File: config.mk
export PLATFORM = sky130hd
export DESIGN_NAME = hazard_ctrl
export DESIGN_NICKNAME = d
export VERILOG_FILES = /design/src/rtl/hazard_ctrl.sv
export SDC_FILE = /design/constraint.sdc
export NUM_CORES = 1
export LEC_CHECK = 0
export CAP_MARGIN = 15
export CORE_MARGIN = 2
export CORE_UTILIZATION = 34
export DETAILED_ROUTE_END_ITERATION = 8
export PLACE_DENSITY = 0.72
export SLEW_MARGIN = 20
export SYNTH_ARGS = -nofsm -noshare
export SYNTH_HDL_FRONTEND = slang
export SYNTH_SLANG_ARGS = --single-unit
File: constraint.sdc
create_clock -name clk -period 2.8 [get_ports clk]
set_input_delay 0.84 -clock clk [delete_from_list [all_inputs] [get_ports clk]]
set_output_delay 0.84 -clock clk [all_outputs]
set_load 0.01 [all_outputs]
File: src/rtl/hazard_ctrl.sv
// Hazard/stall sequencer: arbitrates memory wait (with timeout), branch flush and load-use stall.
// Optional build macro HAZARD_PERF_EN adds saturating 32-bit performance counters.
module hazard_ctrl #(
  parameter int MEM_TIMEOUT = 16
) (
  input  logic       clk,
  input  logic       reset,
  input  logic       ID_EX_MemRead,
  input  logic [4:0] ID_EX_RegisterRd,
  input  logic [4:0] IF_ID_RegisterRs1,
  input  logic [4:0] IF_ID_RegisterRs2,
  input  logic       branch_taken,
  input  logic       mem_req,
  input  logic       mem_ack,
  output logic       PC_Write,
  output logic       IFID_Write,
  output logic       IDEX_Write,
  output logic       EXMEM_Write,
  output logic       MEMWB_Write,
  output logic       MUX_Write,
  output logic       IFID_Flush,
  output logic       IDEX_Flush,
  output logic       halted
`ifdef HAZARD_PERF_EN
  ,
  output logic [31:0] stall_cycles,
  output logic [31:0] loaduse_stalls,
  output logic [31:0] flush_count
`endif
);

  typedef enum logic [1:0] {ST_RUN, ST_WAIT, ST_ERR} state_t;

  localparam logic [7:0] WAIT_LAST = 8'(MEM_TIMEOUT - 1);

  state_t     state_q, state_d;
  logic [7:0] wait_cnt_q, wait_cnt_d;

  logic load_use;
  logic mem_stall;
  logic sel_stall, sel_branch, sel_loaduse;

  assign load_use  = ID_EX_MemRead && (ID_EX_RegisterRd != 5'd0) &&
                     ((ID_EX_RegisterRd == IF_ID_RegisterRs1) ||
                      (ID_EX_RegisterRd == IF_ID_RegisterRs2));
  assign mem_stall = mem_req && !mem_ack;

  always_ff @(posedge clk) begin
    if (reset) begin
      state_q    <= ST_RUN;
      wait_cnt_q <= 8'd0;
    end else begin
      state_q    <= state_d;
      wait_cnt_q <= wait_cnt_d;
    end
  end

  always_comb begin
    state_d    = state_q;
    wait_cnt_d = wait_cnt_q;
    unique case (state_q)
      ST_RUN: begin
        wait_cnt_d = 8'd0;
        if (mem_stall) begin
          state_d    = ST_WAIT;
          wait_cnt_d = 8'd1;
        end
      end
      ST_WAIT: begin
        if (mem_ack) begin
          state_d    = ST_RUN;
          wait_cnt_d = 8'd0;
        end else if (!mem_req) begin
          // Request withdrawn before completion: protocol violation.
          state_d = ST_ERR;
        end else if (wait_cnt_q >= WAIT_LAST) begin
          state_d = ST_ERR;
        end else begin
          wait_cnt_d = wait_cnt_q + 8'd1;
        end
      end
      ST_ERR:  state_d = ST_ERR;
      default: begin
        state_d    = ST_ERR;
        wait_cnt_d = 8'd0;
      end
    endcase
  end

  always_comb begin
    PC_Write    = 1'b1;
    IFID_Write  = 1'b1;
    IDEX_Write  = 1'b1;
    EXMEM_Write = 1'b1;
    MEMWB_Write = 1'b1;
    MUX_Write   = 1'b1;
    IFID_Flush  = 1'b0;
    IDEX_Flush  = 1'b0;
    halted      = 1'b0;
    sel_stall   = 1'b0;
    sel_branch  = 1'b0;
    sel_loaduse = 1'b0;
    if (state_q == ST_ERR) begin
      PC_Write    = 1'b0;
      IFID_Write  = 1'b0;
      IDEX_Write  = 1'b0;
      EXMEM_Write = 1'b0;
      MEMWB_Write = 1'b0;
      MUX_Write   = 1'b0;
      halted      = 1'b1;
    end else if (mem_stall) begin
      // Full freeze; branch and load-use re-evaluate once registers move again.
      PC_Write    = 1'b0;
      IFID_Write  = 1'b0;
      IDEX_Write  = 1'b0;
      EXMEM_Write = 1'b0;
      MEMWB_Write = 1'b0;
      sel_stall   = 1'b1;
    end else if (branch_taken) begin
      IFID_Flush = 1'b1;
      IDEX_Flush = 1'b1;
      sel_branch = 1'b1;
    end else if (load_use) begin
      PC_Write    = 1'b0;
      IFID_Write  = 1'b0;
      MUX_Write   = 1'b0;
      sel_loaduse = 1'b1;
    end
  end

`ifdef HAZARD_PERF_EN
  function automatic logic [31:0] sat_inc(input logic [31:0] v, input logic en);
    if (en && (v != 32'hFFFF_FFFF)) return v + 32'd1;
    return v;
  endfunction

  logic [31:0] stall_cycles_q, loaduse_stalls_q, flush_count_q;

  always_ff @(posedge clk) begin
    if (reset) begin
      stall_cycles_q   <= 32'd0;
      loaduse_stalls_q <= 32'd0;
      flush_count_q    <= 32'd0;
    end else begin
      stall_cycles_q   <= sat_inc(stall_cycles_q, sel_stall);
      loaduse_stalls_q <= sat_inc(loaduse_stalls_q, sel_loaduse);
      flush_count_q    <= sat_inc(flush_count_q, sel_branch);
    end
  end

  assign stall_cycles   = stall_cycles_q;
  assign loaduse_stalls = loaduse_stalls_q;
  assign flush_count    = flush_count_q;
`else
  logic unused_sel;
  assign unused_sel = sel_stall ^ sel_branch ^ sel_loaduse;
`endif

endmodule

==> impl_metrics.json <==
{
  "outcome": "complete, no violations",
  "cts-buffers-inserted": 3,
  "timing.hold.worst_path_depth": 1,
  "critPathMaxFanout": 2,
  "muxShareOfSynthArea_pct": 0,
  "register_area_um2": 200,
  "synthDominantCellAreaShare_pct": 29.4,
  "min_period_ns": 2.75,
  "drc": 0,
  "gr-usage-met2_pct": 31.5,
  "final_antenna_net_count": 0,
  "setup_ws_ns": 0.0456,
  "globalRouteMet1Util_pct": 18.6,
  "most-common-layout-cells": "buf_4, dfxtp_1, xnor2_1",
  "post_drt_wl_per_cell_um": 13.3,
  "synth_edf_count": 0,
  "global_route.peak_usage_layer": "met2",
  "post-route-cell-area_mm2": 0.00113,
  "pwr-share-clk_pct": 35.7,
  "gp_congestion": 0.808,
  "route.final.wire_length_um": 1950,
  "relSlewSlack_pct": 73.8,
  "n_antenna_cell": 0,
  "placed_cells_incl_taps": 141,
  "timing.clock.skew_ns": 0.00125,
  "initialDrtViolationCount": 23,
  "area_growth_pct": 65.3,
  "critPathRequiredTime_ns": 1.96,
  "place_hpwl_um": 1470,
  "hold-worst-slack_ns": 0.511,
  "clock_tree.buffer_depth": 2,
  "routed_via_density": 5.02,
  "floorplan.die_area_mm2": 0.00238,
  "drive_above_1_share_pct": 29.4,
  "critical_path_class": "input port to output port",
  "internal_power_component_w": 0.000283,
  "timing.final.crit_share_pct": 98.4,
  "final-setup-viol-count": 0,
  "grt.met3_usage_pct": 4.91,
  "setup.worst_path.end_class": "output port",
  "reg2reg_from": "wait_cnt_q[0]$_SDFFE_PP0P_",
  "clkSlewWorstSetupHoldPaths_ns": 0.07,
  "worst_r2r_endpoint": "wait_cnt_q[0]$_SDFFE_PP0P_",
  "worst_pin_slew_ns": 0.390,
  "async_set_or_reset_register_ratio_after_synthesis_pct": 0,
  "synth_top_flop_cell": "dfxtp_1",
  "max_slew_violation_total_from_the_final_report": 0,
  "first_global_vias": 754,
  "yosys_warnings": 0,
  "cap_violations": 0,
  "ioPinCount": 30,
  "clock.fmax_ghz": 0.363,
  "p_sw_w": 0.000102,
  "clk_latency_ns": 0.28,
  "worst_ir_drop_vdd_mv": 0.276,
  "synthSimpleGateAreaFrac_pct": 29.7,
  "synth_top_family_by_area": "simple AND/OR/NAND/NOR gates",
  "cellLeakagePower_nw": 0.510,
  "netlist.top_cell.by_area": "dfxtp_1",
  "place_worst_setup_slack_ns": -0.759,
  "syn_inst_count": 80,
  "synthAdderAreaFrac_pct": 1.83,
  "placed_cell_area_mm2": 0.00105,
  "floorplan_core_area_mm2": 0.00192,
  "place.port_buffers": 29,
  "final_cells": 146,
  "clock_tree.root_cell": "clkbuf_4",
  "synth_xor_xnor_area_share_pct": 12.8,
  "mappedNetlistNets": 102,
  "ys_ff_latch": 10,
  "largest_net_degree_at_the_start_of_global_routing": 7,
  "cts_tree": "done",
  "grt_first_pass_wirelength_um": 3240,
  "clock_tree.htree_level_count": 1,
  "grt_overflow": 0,
  "chipWidth_um": 48.8,
  "reg2reg_depth": 5,
  "number_of_iterations_in_the_first_detailed_routing_pass": 4,
  "final_net_count": 142,
  "antenna_found_initial": 0,
  "power-per-cell-area_mw_per_mm2": 341,
  "synth.avg_cell_area_um2": 8.52,
  "tns_ns": 0,
  "initial_core_util_pct": 35.5,
  "synth_sequential_area_ratio_pct": 29.4,
  "layout.filler_cells": 188,
  "worstSetupStartpointType": "input port",
  "critPathArrivalTime_ns": 1.91,
  "multiInputGateArea_um2": 492,
  "floorplan.die.height_um": 48.8,
  "post_synth_num_cell_types": 33,
  "finalHoldViolations": 0,
  "hold_path.startpoint": "wait_cnt_q[7]$_SDFFE_PP0P_",
  "comb_power_share_pct": 26.3,
  "setup_repair_after_global_routing_missed_its_margin": "true",
  "netSwitchingFraction_pct": 26.5,
  "holdPathEnd": "wait_cnt_q[7]$_SDFFE_PP0P_",
  "row_count": 16,
  "r2r_setup_slack_ns": 1.19,
  "synth.cell_area_um2": 682,
  "post_synthesis_compound_gate_area_fraction_pct": 20.2,
  "grtUsageTotal_pct": 17.8,
  "synth.top_cells.by_area": "dfxtp_1, xnor2_1, buf_4, nand2_1, and2_1",
  "seqPwrFrac_pct": 38.0,
  "holdCritPathClass": "flop to flop",
  "clock-sinks": 10,
  "dr_total_vias": 733
}
critical path, stage by stage:
cell	delay [ns]
buf_6	0.09
or4_4	0.53
nor2_4	0.12
nor2_2	0.06
a21boi_2	0.13
buf_2	0.14
layer usage:
layer / wire (µm) / up-vias
met1: 782 / 329
met4: 36 / 0
met5: 0 / -
met3: 150 / 6
li1: - / 364
met2: 978 / 34
repair_timing:
item	4_1_cts	5_1_grt
hold buffers	0	0
endpoints found under the hold margin	0	0
setup buffers	1	0
gates resized for setup	48	12
endpoints found under the setup margin	8	8
pin swaps	11	10
flip-flops by register name, summed over array words and instances, names as in the netlist:
register    flops
state_q         2
wait_cnt_q      8
layout make-up:
| class | count | area share, % |
|---|---|---|
| Multi-Input combinational cell | 63 | 43.6 |
| Timing Repair Buffer | 39 | 31.4 |
| Sequential cell | 10 | 17.8 |
| Clock buffer | 4 | 3.22 |
| Tap cell | 27 | 3.00 |
| Inverter | 3 | 0.999 |
power by group through the flow:
stage / logic [W] / clock network (W) / registers, W
floorplan: 0.0000427 / 0 / 0.000149
global placement: 0.000101 / 0 / 0.000149
detailed placement: 0.000103 / 0 / 0.000149
CTS: 0.0000999 / 0.000137 / 0.000146
finish: 0.000101 / 0.000137 / 0.000146
global route: 0.000110 / 0.000144 / 0.000146
synthesized netlist by cell type, types with 2 or more instances:
cell	instances
a21boi_0	2
and2_1	4
buf_4	4
dfxtp_1	10
inv_1	3
nand2_1	8
nand3_1	5
nor2_1	6
nor3_1	2
o21ai_0	4
xnor2_1	10
how the worst max path moves through the flow:
stage                         from          end  slack (ns)
6_report       ID_EX_RegisterRd[1]   IFID_Write        0.05
5_1_grt        ID_EX_RegisterRd[1]   IFID_Write       -0.05
4_1_cts                    mem_req  MEMWB_Write      -0.004
3_5_place_dp   ID_EX_RegisterRd[1]   IFID_Write       -0.76
3_3_place_gp   ID_EX_RegisterRd[1]     PC_Write       -0.71
2_1_floorplan  ID_EX_RegisterRd[1]     PC_Write        0.08
through the flow:
| step | util [%] | power (W) |
|---|---|---|
| finish | 58.7 | 0.000384 |
| floorplan | - | 0.000192 |
| global placement | 54.5 | 0.000250 |
| CTS | 56.7 | 0.000383 |
| detailed placement | 54.5 | 0.000252 |
| global route | 58.7 | 0.000401 |
kinds of logic (layout without fill, tap and decap cells):
family	count (synthesis)	after routing
compound gates	17	17
xor+xnor	10	10
flops	10	10
simple gates	35	35
fa+ha+maj	1	1
buf+inv	7	46
Power figures use the tool's default switching activity.
